`src/rtl/riscv_pkg.sv`:
```
// Shared RISC-V decode types: register index width, register count and the
// decoded-instruction payload carried from decode to execute.
package riscv_pkg;

   localparam int REG_IDX_W = 5;
   localparam int NREGS     = 32;

   typedef logic [REG_IDX_W-1:0] reg_idx_t;

   localparam reg_idx_t X0 = '0;

   typedef struct packed {
      logic [6:0]  opcode;
      logic [2:0]  funct3;
      logic [6:0]  funct7;
      logic [31:0] imm;
   } inst_decoded_t;

endpackage

```
`src/rtl/decode_issue_ctrl_if.sv`:
```
// Decode-to-issue and issue-to-EX handshake bundle. The slave side is the
// issue controller; the master side drives decode and EX.
interface decode_issue_ctrl_if;
   import riscv_pkg::*;

   logic          dec_valid;
   logic          dec_ready;
   inst_decoded_t dec_inst;
   reg_idx_t      dec_rs1;
   reg_idx_t      dec_rs2;
   reg_idx_t      dec_rd;
   logic          dec_use_rs1;
   logic          dec_use_rs2;
   logic          dec_rd_we;
   logic          iss_valid;
   logic          iss_ready;
   inst_decoded_t iss_inst;

   modport master (
      output dec_valid, dec_inst, dec_rs1, dec_rs2, dec_rd,
             dec_use_rs1, dec_use_rs2, dec_rd_we, iss_ready,
      input  dec_ready, iss_valid, iss_inst
   );

   modport slave (
      input  dec_valid, dec_inst, dec_rs1, dec_rs2, dec_rd,
             dec_use_rs1, dec_use_rs2, dec_rd_we, iss_ready,
      output dec_ready, iss_valid, iss_inst
   );

endinterface

```
`src/rtl/reg_scoreboard.sv`:
```
// Pending-write scoreboard: one busy bit per register plus a count of
// issued-but-not-written-back writes. A set beats a clear on the same register.
module reg_scoreboard
   import riscv_pkg::*;
#(
   parameter int NREGS        = riscv_pkg::NREGS,
   parameter int MAX_INFLIGHT = 4,
   parameter int IF_W         = $clog2(MAX_INFLIGHT + 1)
) (
   input  logic             clk,
   input  logic             rst,
   input  logic             set_en,
   input  reg_idx_t         set_idx,
   input  logic             clr_en,
   input  reg_idx_t         clr_idx,
   output logic [NREGS-1:0] busy_vec,
   output logic [IF_W-1:0]  inflight
);

   logic [NREGS-1:0] busy_q, busy_d;
   logic [NREGS-1:0] set_mask, clr_mask;
   logic [IF_W-1:0]  inflight_q, inflight_d;

   for (genvar gi = 0; gi < NREGS; gi++) begin : g_mask
      if (gi == 0) begin : g_x0
         assign set_mask[gi] = 1'b0;
         assign clr_mask[gi] = 1'b0;
      end else begin : g_reg
         assign set_mask[gi] = set_en && (set_idx == reg_idx_t'(gi));
         assign clr_mask[gi] = clr_en && (clr_idx == reg_idx_t'(gi));
      end
   end

   always_comb begin
      busy_d     = (busy_q & ~clr_mask) | set_mask;
      inflight_d = inflight_q;
      // Simultaneous issue and writeback cancel out on the counter.
      if (set_en && !clr_en) begin
         inflight_d = inflight_q + 1'b1;
      end else if (clr_en && !set_en && inflight_q != '0) begin
         inflight_d = inflight_q - 1'b1;
      end
   end

   always_ff @(posedge clk) begin
      if (!rst) begin
         busy_q     <= '0;
         inflight_q <= '0;
      end else begin
         busy_q     <= busy_d;
         inflight_q <= inflight_d;
      end
   end

   always_ff @(posedge clk) begin
      if (rst && clr_en) begin
         assert (inflight_q != '0);
      end
   end

   assign busy_vec = busy_q;
   assign inflight = inflight_q;

endmodule

```
`src/rtl/decode_issue_ctrl.sv`:
```
// Issue controller: single-entry issue register between decode and EX with
// RAW/WAW hazard stalls, an in-flight write cap, flush and a stall counter.
module decode_issue_ctrl
   import riscv_pkg::*;
#(
   parameter int NREGS        = riscv_pkg::NREGS,
   parameter int MAX_INFLIGHT = 4,
   parameter int CNT_W        = 32
) (
   input  logic                clk,
   input  logic                rst,
   decode_issue_ctrl_if.slave  bus,
   input  logic                wb_valid,
   input  reg_idx_t            wb_rd,
   input  logic                flush,
   output logic [NREGS-1:0]    busy_vec,
   output logic [CNT_W-1:0]    stall_cnt
);

   localparam int IF_W = $clog2(MAX_INFLIGHT + 1);

   logic             iss_valid_q, iss_valid_d;
   inst_decoded_t    iss_inst_q, iss_inst_d;
   reg_idx_t         iss_rd_q, iss_rd_d;
   logic             iss_rd_we_q, iss_rd_we_d;
   logic [CNT_W-1:0] stall_cnt_q, stall_cnt_d;

   logic [IF_W-1:0]  inflight;
   logic [IF_W:0]    inflight_after_fire;
   logic [NREGS-1:0] eff_busy;
   logic             fire, accept, room, full, hazard, dec_ready;
   logic             sb_set, sb_clr;

   assign fire   = iss_valid_q & bus.iss_ready;
   assign sb_set = fire & iss_rd_we_q & (iss_rd_q != X0);
   assign sb_clr = wb_valid & (wb_rd != X0);

   // Writeback bypasses the RF, so its register is free now; the held
   // producer's rd is already pending even though it has not issued.
   for (genvar gi = 0; gi < NREGS; gi++) begin : g_eff
      if (gi == 0) begin : g_x0
         assign eff_busy[gi] = 1'b0;
      end else begin : g_reg
         assign eff_busy[gi] =
            (busy_vec[gi] & ~(wb_valid && wb_rd == reg_idx_t'(gi))) |
            (iss_valid_q && iss_rd_we_q && iss_rd_q == reg_idx_t'(gi));
      end
   end

   always_comb begin
      hazard = (bus.dec_use_rs1 && eff_busy[bus.dec_rs1]) ||
               (bus.dec_use_rs2 && eff_busy[bus.dec_rs2]) ||
               (bus.dec_rd_we   && eff_busy[bus.dec_rd]);
      inflight_after_fire = {1'b0, inflight} + {{IF_W{1'b0}}, fire & iss_rd_we_q};
      full      = bus.dec_rd_we && (inflight_after_fire >= (IF_W+1)'(MAX_INFLIGHT));
      room      = !iss_valid_q || fire;
      dec_ready = rst && !flush && room && !hazard && !full;
      accept    = bus.dec_valid && dec_ready;
   end

   always_comb begin
      iss_valid_d = iss_valid_q;
      iss_inst_d  = iss_inst_q;
      iss_rd_d    = iss_rd_q;
      iss_rd_we_d = iss_rd_we_q;
      if (accept) begin
         iss_valid_d = 1'b1;
         iss_inst_d  = bus.dec_inst;
         iss_rd_d    = bus.dec_rd;
         iss_rd_we_d = bus.dec_rd_we;
      end else if (fire || flush) begin
         iss_valid_d = 1'b0;
      end

      stall_cnt_d = stall_cnt_q;
      if (bus.dec_valid && !dec_ready && rst && stall_cnt_q != '1) begin
         stall_cnt_d = stall_cnt_q + 1'b1;
      end
   end

   always_ff @(posedge clk) begin
      if (!rst) begin
         iss_valid_q <= 1'b0;
         iss_inst_q  <= '0;
         iss_rd_q    <= X0;
         iss_rd_we_q <= 1'b0;
         stall_cnt_q <= '0;
      end else begin
         iss_valid_q <= iss_valid_d;
         iss_inst_q  <= iss_inst_d;
         iss_rd_q    <= iss_rd_d;
         iss_rd_we_q <= iss_rd_we_d;
         stall_cnt_q <= stall_cnt_d;
      end
   end

   reg_scoreboard #(
      .NREGS        (NREGS),
      .MAX_INFLIGHT (MAX_INFLIGHT),
      .IF_W         (IF_W)
   ) u_scoreboard (
      .clk      (clk),
      .rst      (rst),
      .set_en   (sb_set),
      .set_idx  (iss_rd_q),
      .clr_en   (sb_clr),
      .clr_idx  (wb_rd),
      .busy_vec (busy_vec),
      .inflight (inflight)
   );

   assign bus.dec_ready = dec_ready;
   assign bus.iss_valid = iss_valid_q;
   assign bus.iss_inst  = iss_inst_q;
   assign stall_cnt     = stall_cnt_q;

endmodule

```
`src/flat_wrapper.sv`:
```
// flat-port wrapper written by rule: the top's interface ports become plain ports
module decode_issue_ctrl_flat import riscv_pkg::*;
#(
   parameter int NREGS        = riscv_pkg::NREGS,
   parameter int MAX_INFLIGHT = 4,
   parameter int CNT_W        = 32
)
  (clk, rst, wb_valid, wb_rd, flush, busy_vec, stall_cnt, bus_dec_valid, bus_dec_inst, bus_dec_rs1, bus_dec_rs2, bus_dec_rd, bus_dec_use_rs1, bus_dec_use_rs2, bus_dec_rd_we, bus_iss_ready, bus_dec_ready, bus_iss_valid, bus_iss_inst);
  decode_issue_ctrl_if bus_i ();
  input  logic clk;
  input  logic rst;
  input  logic wb_valid;
  input  reg_idx_t wb_rd;
  input  logic flush;
  output logic [NREGS-1:0] busy_vec;
  output logic [CNT_W-1:0] stall_cnt;
  input wire logic [$bits(bus_i.dec_valid)-1:0] bus_dec_valid;
  input wire logic [$bits(bus_i.dec_inst)-1:0] bus_dec_inst;
  input wire logic [$bits(bus_i.dec_rs1)-1:0] bus_dec_rs1;
  input wire logic [$bits(bus_i.dec_rs2)-1:0] bus_dec_rs2;
  input wire logic [$bits(bus_i.dec_rd)-1:0] bus_dec_rd;
  input wire logic [$bits(bus_i.dec_use_rs1)-1:0] bus_dec_use_rs1;
  input wire logic [$bits(bus_i.dec_use_rs2)-1:0] bus_dec_use_rs2;
  input wire logic [$bits(bus_i.dec_rd_we)-1:0] bus_dec_rd_we;
  input wire logic [$bits(bus_i.iss_ready)-1:0] bus_iss_ready;
  output wire logic [$bits(bus_i.dec_ready)-1:0] bus_dec_ready;
  output wire logic [$bits(bus_i.iss_valid)-1:0] bus_iss_valid;
  output wire logic [$bits(bus_i.iss_inst)-1:0] bus_iss_inst;
  assign bus_i.dec_valid = bus_dec_valid;
  assign bus_i.dec_inst = bus_dec_inst;
  assign bus_i.dec_rs1 = bus_dec_rs1;
  assign bus_i.dec_rs2 = bus_dec_rs2;
  assign bus_i.dec_rd = bus_dec_rd;
  assign bus_i.dec_use_rs1 = bus_dec_use_rs1;
  assign bus_i.dec_use_rs2 = bus_dec_use_rs2;
  assign bus_i.dec_rd_we = bus_dec_rd_we;
  assign bus_i.iss_ready = bus_iss_ready;
  assign bus_dec_ready = bus_i.dec_ready;
  assign bus_iss_valid = bus_i.iss_valid;
  assign bus_iss_inst = bus_i.iss_inst;
  decode_issue_ctrl #(.NREGS(NREGS), .MAX_INFLIGHT(MAX_INFLIGHT), .CNT_W(CNT_W)) u_core (.clk(clk), .rst(rst), .bus(bus_i), .wb_valid(wb_valid), .wb_rd(wb_rd), .flush(flush), .busy_vec(busy_vec), .stall_cnt(stall_cnt));
endmodule
```
`config.mk`:
```
export PLATFORM = sky130hd
export DESIGN_NAME = decode_issue_ctrl_flat
export DESIGN_NICKNAME = d
export VERILOG_FILES = /design/src/rtl/riscv_pkg.sv /design/src/rtl/decode_issue_ctrl_if.sv /design/src/rtl/reg_scoreboard.sv /design/src/rtl/decode_issue_ctrl.sv /design/src/flat_wrapper.sv
export SDC_FILE = /design/constraint.sdc
export NUM_CORES = 1
export LEC_CHECK = 0
export BUFFER_PORTS_ARGS = -buffer_cell sky130_fd_sc_hd__buf_2
export CAP_MARGIN = 20
export CORE_AREA = 3 3 118 120
export CTS_BUF_LIST = sky130_fd_sc_hd__clkbuf_2
export DETAILED_ROUTE_END_ITERATION = 16
export DIE_AREA = 0 0 121 123
export GPL_TIMING_DRIVEN = 0
export PLACE_DENSITY_LB_ADDON = 0.15
export SLEW_MARGIN = 20
export SYNTH_ARGS = -nofsm -noshare
export SYNTH_HDL_FRONTEND = slang
export SYNTH_HIERARCHICAL = 1
export SYNTH_SLANG_ARGS = --single-unit
```
`constraint.sdc`:
```
create_clock -name clk -period 6.7 [get_ports clk]
set_input_delay 0.335 -clock clk [delete_from_list [all_inputs] [get_ports clk]]
set_output_delay 0.335 -clock clk [all_outputs]
set_load 0.02 [all_outputs]
```
# ---- Word-level counts from Yosys, hierarchy flattened
# Cells that the tools add are included.
dict set report totals {
  reg_bits 123
  word_cells 347
  inputBits 78
  output_inout_bits 115
}
dict set report op_classes {
  n_eq_ne 63
  reduce_logical 156
  n_addsub 4
  bitwise 100
  mux 10
  magnitude_cmp 4
}
# op count
set ops {}
lappend ops {{5-bit == test, second input constant} 32}
lappend ops {{1-bit logical AND} 140}
lappend ops {{5-bit by 4-bit == test with 1-bit output, second input constant} 16}
lappend ops {{5-bit by 3-bit == test with 1-bit output, second input constant} 8}
lappend ops {{1-bit AND} 35}
lappend ops {{32-bit by 1-bit adder with 32-bit output, second input constant} 1}
lappend ops {{32-bit AND} 1}
lappend ops {{32-bit != test, second input constant} 1}
lappend ops {{32-bit NOT} 1}
lappend ops {{32-bit bitwise OR} 1}
lappend ops {{1-bit NOT} 31}
lappend ops {{1-bit bitwise OR} 31}
lappend ops {{5-bit by 2-bit == test with 1-bit output, second input constant} 4}
lappend ops {{5-bit by 6-bit less-than comparator with 1-bit output, second input constant} 3}
lappend ops {{1-bit binary-select mux with 5-bit select} 3}
lappend ops {{5-bit by 1-bit == test with 1-bit output, second input constant} 2}
lappend ops {{5-bit nonzero test} 2}
lappend ops {{1-bit zero test} 7}
lappend ops {{3-bit two-way mux} 2}
lappend ops {{1-bit two-way mux} 5}
lappend ops {{3-bit by 1-bit adder with 4-bit output} 1}
lappend ops {{4-bit by 3-bit greater-or-equal comparator with 1-bit output, second input constant} 1}
lappend ops {{1-bit logical OR} 4}
lappend ops {{2-bit nonzero test} 2}
lappend ops {{other kinds (3)} 3}

# ---- Logic depth before layout (Yosys ltp)
# Gate-level depths: netlist (run 1).
dict set report depth {
  word_depth 17
  depth_mapped 13
  depth_no_buf 10
}

# ---- By module
# Netlist (run 1), hierarchy kept.
# mod n_inst seq_area_each_um2 cells_per_inst area_each_um2
set modules_own_cells {}
lappend modules_own_cells {decode_issue_ctrl 1 1761.7 755 5398.9}
lappend modules_own_cells {reg_scoreboard 1 680.7 176 1654.1}

# ---- Least setup slack after synthesis (run 1)
# Ideal clock, no wire load.
dict set report synth_timing {
  path_type {reg-to-reg}
  start {reg u_core.iss_valid_q (netlist: u_core/bus.iss_valid)}
  end {reg u_core.stall_cnt_q[28] (netlist: u_core/stall_cnt[28])}
  t_arrival_ns 2.729
  required_ns 6.630
  period_less_slack_ns 2.800
  path_stages_with_launch 13
  slack_ns 3.900
  cell_sequence {dfxtp_1 > nor4bb_1 > clkbuf_1 > nand2_1 > nand2_1 > o21ai_0 > a2111oi_0 > o41ai_1 > nand3_1 > nor2_1 > buf_2 > or4_1 > a21oi_1}
}
dict set report synth_via {
  elab_chain_cells 15
}
# element line_no
set synth_lines {}
lappend synth_lines {{start: declaration} decode_issue_ctrl.sv:22} ;# logic iss_valid_q, iss_valid_d;
lappend synth_lines {{start signal: assignment} decode_issue_ctrl.sv:89} ;# iss_valid_q <= iss_valid_d;
lappend synth_lines {{1-bit logical AND (2 in series)} decode_issue_ctrl.sv:46} ;# (iss_valid_q && iss_rd_we_q && iss_rd_q == reg_idx_t'(gi));
lappend synth_lines {{1-bit bitwise OR} decode_issue_ctrl.sv:45} ;# (busy_vec[gi] & ~(wb_valid && wb_rd == reg_idx_t'(gi))) |
lappend synth_lines {{1-bit binary-select mux with 5-bit select, on equally long branches} {decode_issue_ctrl.sv:51, decode_issue_ctrl.sv:52}}
lappend synth_lines {{1-bit two-way mux, on equally long branches} {decode_issue_ctrl.sv:51, decode_issue_ctrl.sv:52}}
lappend synth_lines {{1-bit logical AND, on equally long branches} {decode_issue_ctrl.sv:51, decode_issue_ctrl.sv:52}}
lappend synth_lines {{1-bit logical OR} decode_issue_ctrl.sv:51} ;# hazard = (bus.dec_use_rs1 && eff_busy[bus.dec_rs1]) ||
lappend synth_lines {{1-bit logical OR} decode_issue_ctrl.sv:52} ;# (bus.dec_use_rs2 && eff_busy[bus.dec_rs2]) ||
lappend synth_lines {{1-bit zero test} decode_issue_ctrl.sv:57} ;# dec_ready = rst && !flush && room && !hazard && !full;
lappend synth_lines {{1-bit logical AND} decode_issue_ctrl.sv:57}
lappend synth_lines {{1-bit logical AND (*)} decode_issue_ctrl.sv:57}
lappend synth_lines {{via bus_dec_ready} flat_wrapper.sv:26} ;# output wire logic [$bits(bus_i.dec_ready)-1:0] bus_dec_ready;
lappend synth_lines {{1-bit zero test (*)} decode_issue_ctrl.sv:76} ;# if (bus.dec_valid && !dec_ready && rst && stall_cnt_q != '1) begin
lappend synth_lines {{1-bit logical AND (*) (3 in series)} decode_issue_ctrl.sv:76}
lappend synth_lines {{end signal: assignment} decode_issue_ctrl.sv:93} ;# stall_cnt_q <= stall_cnt_d;
lappend synth_lines {{end: declaration} decode_issue_ctrl.sv:26} ;# logic [CNT_W-1:0] stall_cnt_q, stall_cnt_d;
# The timed path passes the listed nets; every way through them passes the cells marked *. The select of a mux whose other input is x is not followed.
# A chain may end at the register's enable or synchronous reset.

# ---- Final worst setup path (run 1)
dict set report layout_timing {
  start {reg u_core.iss_rd_q[3]}
  end {out bus_dec_ready}
}
dict set report layout_via {
  elab_chain_cells 11
}
# element line_no
set layout_lines {}
lappend layout_lines {{start: declaration} decode_issue_ctrl.sv:24} ;# reg_idx_t iss_rd_q, iss_rd_d;
lappend layout_lines {{start signal: assignment} decode_issue_ctrl.sv:91} ;# iss_rd_q <= iss_rd_d;
lappend layout_lines {{5-bit by 1-bit == test with 1-bit output, or another cell as far along} decode_issue_ctrl.sv:46}
lappend layout_lines {{1-bit logical AND} decode_issue_ctrl.sv:46}
lappend layout_lines {{1-bit bitwise OR} decode_issue_ctrl.sv:45}
lappend layout_lines {{1-bit binary-select mux with 5-bit select, on equally long branches} {decode_issue_ctrl.sv:51, decode_issue_ctrl.sv:52}}
lappend layout_lines {{1-bit two-way mux, on equally long branches} {decode_issue_ctrl.sv:51, decode_issue_ctrl.sv:52}}
lappend layout_lines {{1-bit logical AND, on equally long branches} {decode_issue_ctrl.sv:51, decode_issue_ctrl.sv:52}}
lappend layout_lines {{1-bit logical OR} decode_issue_ctrl.sv:51}
lappend layout_lines {{1-bit logical OR (*)} decode_issue_ctrl.sv:52}
lappend layout_lines {{1-bit zero test (*)} decode_issue_ctrl.sv:57}
lappend layout_lines {{1-bit logical AND (*) (2 in series)} decode_issue_ctrl.sv:57}
lappend layout_lines {{end: declaration} flat_wrapper.sv:26}
# Mark *: on every way between the ends. The rest lies on a longest branch, timed or not. The select of a mux whose other input is x is not followed.

==> results.cfg, run 1 <==
[yosys]
async_flop_share = 0
synth-edff-count = 0
synthCells = 931
ys_seq_elements = 122
synth_nets = 1011
ys_seq_area_frac = 0.3463
synth_cell_types = 76
synth_area_leaders = dfxtp_1 (35%), nand2_1 (11%), o21ai_0 (6.7%)
synth_top_area_cell = dfxtp_1
synthesis.area_um2 = 7053
yosysTopAreaCellShare = 0.3463
syn_area_per_cell_um2 = 7.576
yosys_most_used_dff = dfxtp_1
synth_warnings = 6

[grt]
grt_pass1_vias = 7878
track_usage = 0.3436
grt_first_pass_wirelength_um = 40610
antenna_found_initial = 1
grt_overflow_total = 0
grt_start_max_net_pins = 18

[worst_hold_path]
hold_path_class = input port to flip-flop

[floorplanning]
row_count = 42
die_y_um = 123
initial_core_util = 0.5390
core-area_um2 = 13090
boundaryPins = 193
fp.dieArea_um2 = 14880
die_w_um = 121

[sta]
rsz0062_at_grt = false
worst_pin_slew_ns = 0.7148
clock_skew_ns = 0.03250
finalCritPeriodShare = 0.6692
fin_tns_setup_ns = 0
setup_viol = 0
maxSlewViolCount = 0
period_needed_ns = 4.483
max_freq_ghz = 0.2230
maxSlewHeadroom = 0.5234
finalHoldViolations = 0

[layout]
drive_above_1_share = 0.2226
layout_commonest_cell = nand2_1
syn2layout_area_growth_pct = 28.10
layout_common_cells = nand2_1 (212), buf_2 (203), dfxtp_1 (122)
nets = 1271
final_cells = 1381

[clock_network]
cts_resized = 0
clock-root-buffer = clkbuf_2
cts.reportedPaths.clkPinSlew_ns = 0.19
clkSinkCount = 122
cts_htree_levels = 4
cts_buffers = 17
cts_tree = yes
clk-insertion-delay-late_ns = 0.72
clockBufferDepth = 2

[routing]
drtAntennaViolNets = 0
drc = 0
wire_per_inst_um = 18.91
vias = 8527
drtIter0Drc = 844
vias_per_cell = 6.175
finalWirelength_um = 26120
drt_first_pass_iters = 6

[pwr]
pwr-share-comb = 0.164
internal-power_uw = 1093
pwr-share-seq = 0.488
p_clk_frac = 0.347
power_density_nw_per_um2 = 173.6
peakVddDrop_v = 0.0001609
switching_share = 0.3030
p_sw_uw = 475.2
leakage_uw = 0.003756

[critical_path]
critical_path_class = flip-flop to output pin
startpoint_type = flip-flop
critPathMaxFanout = 16
critPathArrivalTime_ns = 4.15
cp.required_ns = 6.36
end_kind = output pin

[placement]
port_buffers = 187
place_congestion = 1.009
placedCellCount = 1294
dpl.hpwl_um = 18390

[outcome]
status = complete, no violations

[job]
timing.max_cap.violations = 0
final cells by class:
| type | count | area [um^2] |
|---|---|---|
| Clock buffer | 17 | 85.08 |
| Antenna cell | 1 | 2.502 |
| Fill cell | 1133 | 4050 |
| Clock inverter | 15 | 197.7 |
| Sequential cell | 122 | 2442 |
| Timing Repair Buffer | 241 | 1476 |
| Inverter | 20 | 75.07 |
| Multi-Input combinational cell | 723 | 4218 |
| Tap cell | 176 | 220.2 |
| Buffer | 66 | 317.8 |
power by group through the flow:
stage	Sequential, uW	Combinational [uW]	Clock, uW
final	766	258	545
after global placement	779	222	0
after global routing	769	278	578
after detailed placement	779	223	0
after CTS	765	248	549
after floorplan	799	116	0
kinds of logic (layout without fill, tap and decap cells):
group,Yosys count,count (layout),synth area share
adders and majority gates,2,2,0.004612
DFF,122,122,0.3463
and+or+nand+nor,440,440,0.3245
xor gates and xnor gates,1,1,0.001242
muxes,18,18,0.02767
other,1,2,0.0005317
buffers and inverters,86,359,0.05570
AOI/OAI and AO/OA,261,261,0.2395
synth_stat cells (all sizes together), types with 6 or more instances:
master	count
nand4	16
o211ai	16
o21ai	118
nor3b	6
inv	19
nor2	28
nand3	38
clkbuf	40
o311ai	13
nand4b	13
and3	15
a21oi	36
or4	9
dfxtp	122
nor2b	11
nand2	212
nand2b	27
buf	26
a211oi	7
mux2i	15
nor3	15
nor4	10
a32o	13
o31ai	13
worst paths after layout:
check / start / endpoint / slack, ns / cells after the start
max reg2reg: u_core/iss_rd_q[3] / u_core/bus.iss_valid / 2.62 / 12
max: u_core/iss_rd_q[3] / bus_dec_ready / 2.22 / 11
min: wb_rd[0] / u_core/u_scoreboard/busy_vec[21] / 0.08 / 4
min reg2reg: u_core/bus.iss_inst[4] / u_core/bus.iss_inst[4] / 0.46 / 2
state kept, by name, summed over array words and instances, names as in the netlist:
register	count
u_core/iss_rd_q	5
u_core/iss_rd_we_q	1
u_core/stall_cnt	32
u_core/bus.iss_valid	1
u_core/bus.iss_inst	49
u_core/u_scoreboard/busy_vec	31
u_core/u_scoreboard/inflight	3
repair_timing:
| item | 4_1_cts | 5_1_grt |
|---|---|---|
| setup buffers | 0 | 0 |
| endpoints found under the setup margin | 0 | 0 |
| endpoints found under the hold margin | 53 | 0 |
| hold buffers | 54 | 0 |
metrics by stage:
| step | instance area (um^2) | util | total power, uW | hold WS, ns | setup WS, ns |
|---|---|---|---|---|---|
| global placement | 8209 | 0.6274 | 1001 | 0.4334 | 3.097 |
| finish | 9035 | 0.6905 | 1568 | 0.07610 | 2.217 |
| global route | 9035 | 0.6905 | 1625 | 0.06636 | 1.897 |
| floorplan | 7053 | - | 914.9 | 0.4436 | 3.900 |
| detailed placement | 8209 | 0.6274 | 1002 | 0.4369 | 3.032 |
| CTS | 9032 | 0.6903 | 1562 | 0.01615 | 2.245 |
per-layer routing:
metal | GRT usage | wire length [um] | vias to the layer above
met5 | 0 | 0 | -
met4 | 0.1799 | 1144 | 0
met3 | 0.07823 | 2419 | 97
met2 | 0.5755 | 12370 | 524
met1 | 0.4127 | 10180 | 3955
li1 | - | - | 3951
critical path, cell delays in order, from the launching register on:
cell and delay [ns]:
dfxtp_1 0.73, and3b_1 0.24, buf_2 0.18, nand2_1 0.10
nand2_1 0.10, o21ai_0 0.26, a21oi_1 0.10, o41ai_1 0.57
nand3_1 0.30, nor2_1 0.34, buf_2 0.30, buf_2 0.21
No activity file was read; power rests on OpenSTA's default activity.
==> run 2: changes to the inputs <==
==> constraint.sdc (replaced) <==
create_clock -name clk -period 4.5 [get_ports clk]
set_input_delay 0.225 -clock clk [delete_from_list [all_inputs] [get_ports clk]]
set_output_delay 0.225 -clock clk [all_outputs]
set_load 0.02 [all_outputs]
==> run 2 against run 1 <==
Final area is 0.83% higher. Clock power is 48% higher. First-iteration DRC count is 7.8% higher. Highest routed layer unchanged. Critical path depth unchanged. Sequential power is 49% higher. Die area is the same. Clock skew down 0.0054 ns. Combinational power up 51%. Largest cell class unchanged. Total power up 49%. Via count up 0.18%. Register-to-register slack lost 2.1 ns. Flip-flop and latch count unchanged. Critical endpoint unchanged.
==> results.cfg, run 2 (synthesis gave the netlist of run 1 again) <==
[clock_network]
clockBufferDepth = 2
clk-insertion-delay-late_ns = 0.70
cts.reportedPaths.clkPinSlew_ns = 0.19
clkSinkCount = 122
cts_htree_levels = 4
clock-root-buffer = clkbuf_2
cts_tree = yes
cts_buffers = 17
cts_setup_buffers = 0

[placement]
dpl.hpwl_um = 18390
placedCellCount = 1294
place_congestion = 1.009
port_buffers = 187

[critical_path]
rr_endpoint = u_core/bus.iss_valid
r2r_slack_ns = 0.48
startpoint_type = flip-flop
end_kind = output pin
rr_worst_depth = 12
critPathArrivalTime_ns = 3.98
cp.required_ns = 4.28
critPathMaxFanout = 11
critical_path_class = flip-flop to output pin
r2r_start = u_core/iss_rd_q[2]

[pwr]
leakage_uw = 0.003784
pwr-share-seq = 0.488
p_sw_uw = 706.6
peakVddDrop_v = 0.0002409
internal-power_uw = 1632
switching_share = 0.3022
power_density_nw_per_um2 = 256.7
p_clk_frac = 0.345
pwr-share-comb = 0.167

[layout]
final_cells = 1388
syn2layout_area_growth_pct = 29.16
register_area_um2 = 2445
layout_common_cells = nand2_1 (212), buf_2 (203), dfxtp_1 (120)
largest_reg_flops = 49
nets = 1278
layout_commonest_cell = nand2_1
multi_input_area_um2 = 4220
drive_above_1_share = 0.2238
fillerInstances = 1121

[worst_hold_path]
hold-path-cell-count = 4
hold-path-endpoint = u_core/u_scoreboard/busy_vec[9]
min_from = wb_rd[2]
hold_path_class = input port to flip-flop

[routing]
drt_first_pass_iters = 6
finalWirelength_um = 26330
highest_layer = met4
drtAntennaViolNets = 0
vias_per_cell = 6.154
wl_met3_um = 2488
drc = 0
vias = 8542
wire_per_inst_um = 18.97
m1WireLength_um = 10220
met2_length_um = 12470
drtIter0Drc = 910

[sta]
timing.hold.ws_ns = 0.09969
setup_viol = 0
maxSlewViolCount = 0
rsz0062_at_grt = false
period_needed_ns = 4.208
maxSlewHeadroom = 0.5413
fin_tns_setup_ns = 0
finalCritPeriodShare = 0.9350
worst_pin_slew_ns = 0.6880
clock_skew_ns = 0.02706
finalHoldViolations = 0
max_freq_ghz = 0.2377

[grt]
grt_pass1_vias = 7928
grt_start_max_net_pins = 18
track_usage = 0.3454
antenna_found_initial = 1
grt_first_pass_wirelength_um = 40880
grt_overflow_total = 0

[job]
timing.max_cap.violations = 0

[floorplanning]
initial_core_util = 0.5390
core-area_um2 = 13090
row_count = 42
fp.dieArea_um2 = 14880
die_y_um = 123
boundaryPins = 193
die_w_um = 121

[outcome]
status = complete, no violations
==> run 2: changes by cell type in the layout (fill, tap and decap cells not counted), sizes merged <==
cell,change
dlygate4sd3,+7
==> run 2: worst max path at each step <==
| stage | startpoint | to | slack [ns] | depth (start not counted) |
|---|---|---|---|---|
| floorplan | u_core/bus.iss_valid | u_core/stall_cnt[28] | 1.70 | 12 |
| global placement | u_core/iss_rd_q[3] | u_core/iss_rd_q[0] | 0.90 | 13 |
| detailed placement | u_core/iss_rd_q[3] | u_core/iss_rd_q[0] | 0.84 | 13 |
| CTS | u_core/iss_rd_q[3] | bus_dec_ready | 0.15 | 11 |
| global route | u_core/iss_rd_q[0] | bus_dec_ready | 0.08 | 11 |
| finish | u_core/iss_rd_q[2] | bus_dec_ready | 0.29 | 11 |
==> run 2: cell type report <==
| cell class | count | share of cell area |
|---|---|---|
| clock buffer | 17 | 0.009339 |
| buffer | 66 | 0.03489 |
| multi-input combinational | 723 | 0.4633 |
| clock inverter | 15 | 0.02170 |
| tap | 176 | 0.02417 |
| timing repair buffer | 248 | 0.1698 |
| inverter | 20 | 0.008241 |
| sequential | 122 | 0.2684 |
| antenna | 1 | 0.0002747 |
==> run 2: power groups by stage <==
| stage | sequential, uW | clock (uW) | combinational, uW |
|---|---|---|---|
| floorplan | 1190 | 0 | 173 |
| global placement | 1160 | 0 | 331 |
| detailed placement | 1160 | 0 | 332 |
| CTS | 1140 | 817 | 374 |
| global route | 1150 | 861 | 420 |
| finish | 1140 | 808 | 390 |
==> run 2: metrics by stage <==
stage	worst slack (ns)	area, um^2	utilization	total power [uW]
final	0.2925	9110	0.6962	2338
after CTS	0.1547	9102	0.6956	2330
after floorplan	1.700	7053	-	1362
after detailed placement	0.8429	8209	0.6274	1492
after global routing	0.08465	9110	0.6962	2426
after global placement	0.8998	8209	0.6274	1490
==> run 2: worst max-delay path, stage by stage (launching register included) <==
cell       delay [ns]
dfxtp_2          0.50
clkbuf_1         0.34
and4bb_2         0.32
nand2_1          0.11
nand2_1          0.12
o22ai_1          0.20
a2111oi_0        0.09
o41ai_1          0.53
nand3_1          0.33
nor2_2           0.28
buf_2            0.27
buf_2            0.20
==> run 2: per-layer routing <==
| metal | up-vias | track usage |
|---|---|---|
| met5 | - | 0 |
| met4 | 0 | 0.1792 |
| met3 | 99 | 0.07594 |
| met2 | 524 | 0.5815 |
| met1 | 3954 | 0.4150 |
| li1 | 3965 | - |
==> run 2: timing repair <==
action	CTS	global route
hold buffers	61	0
resized for setup	0	3
hold endpoints to repair	72	0
setup endpoints to repair	0	1
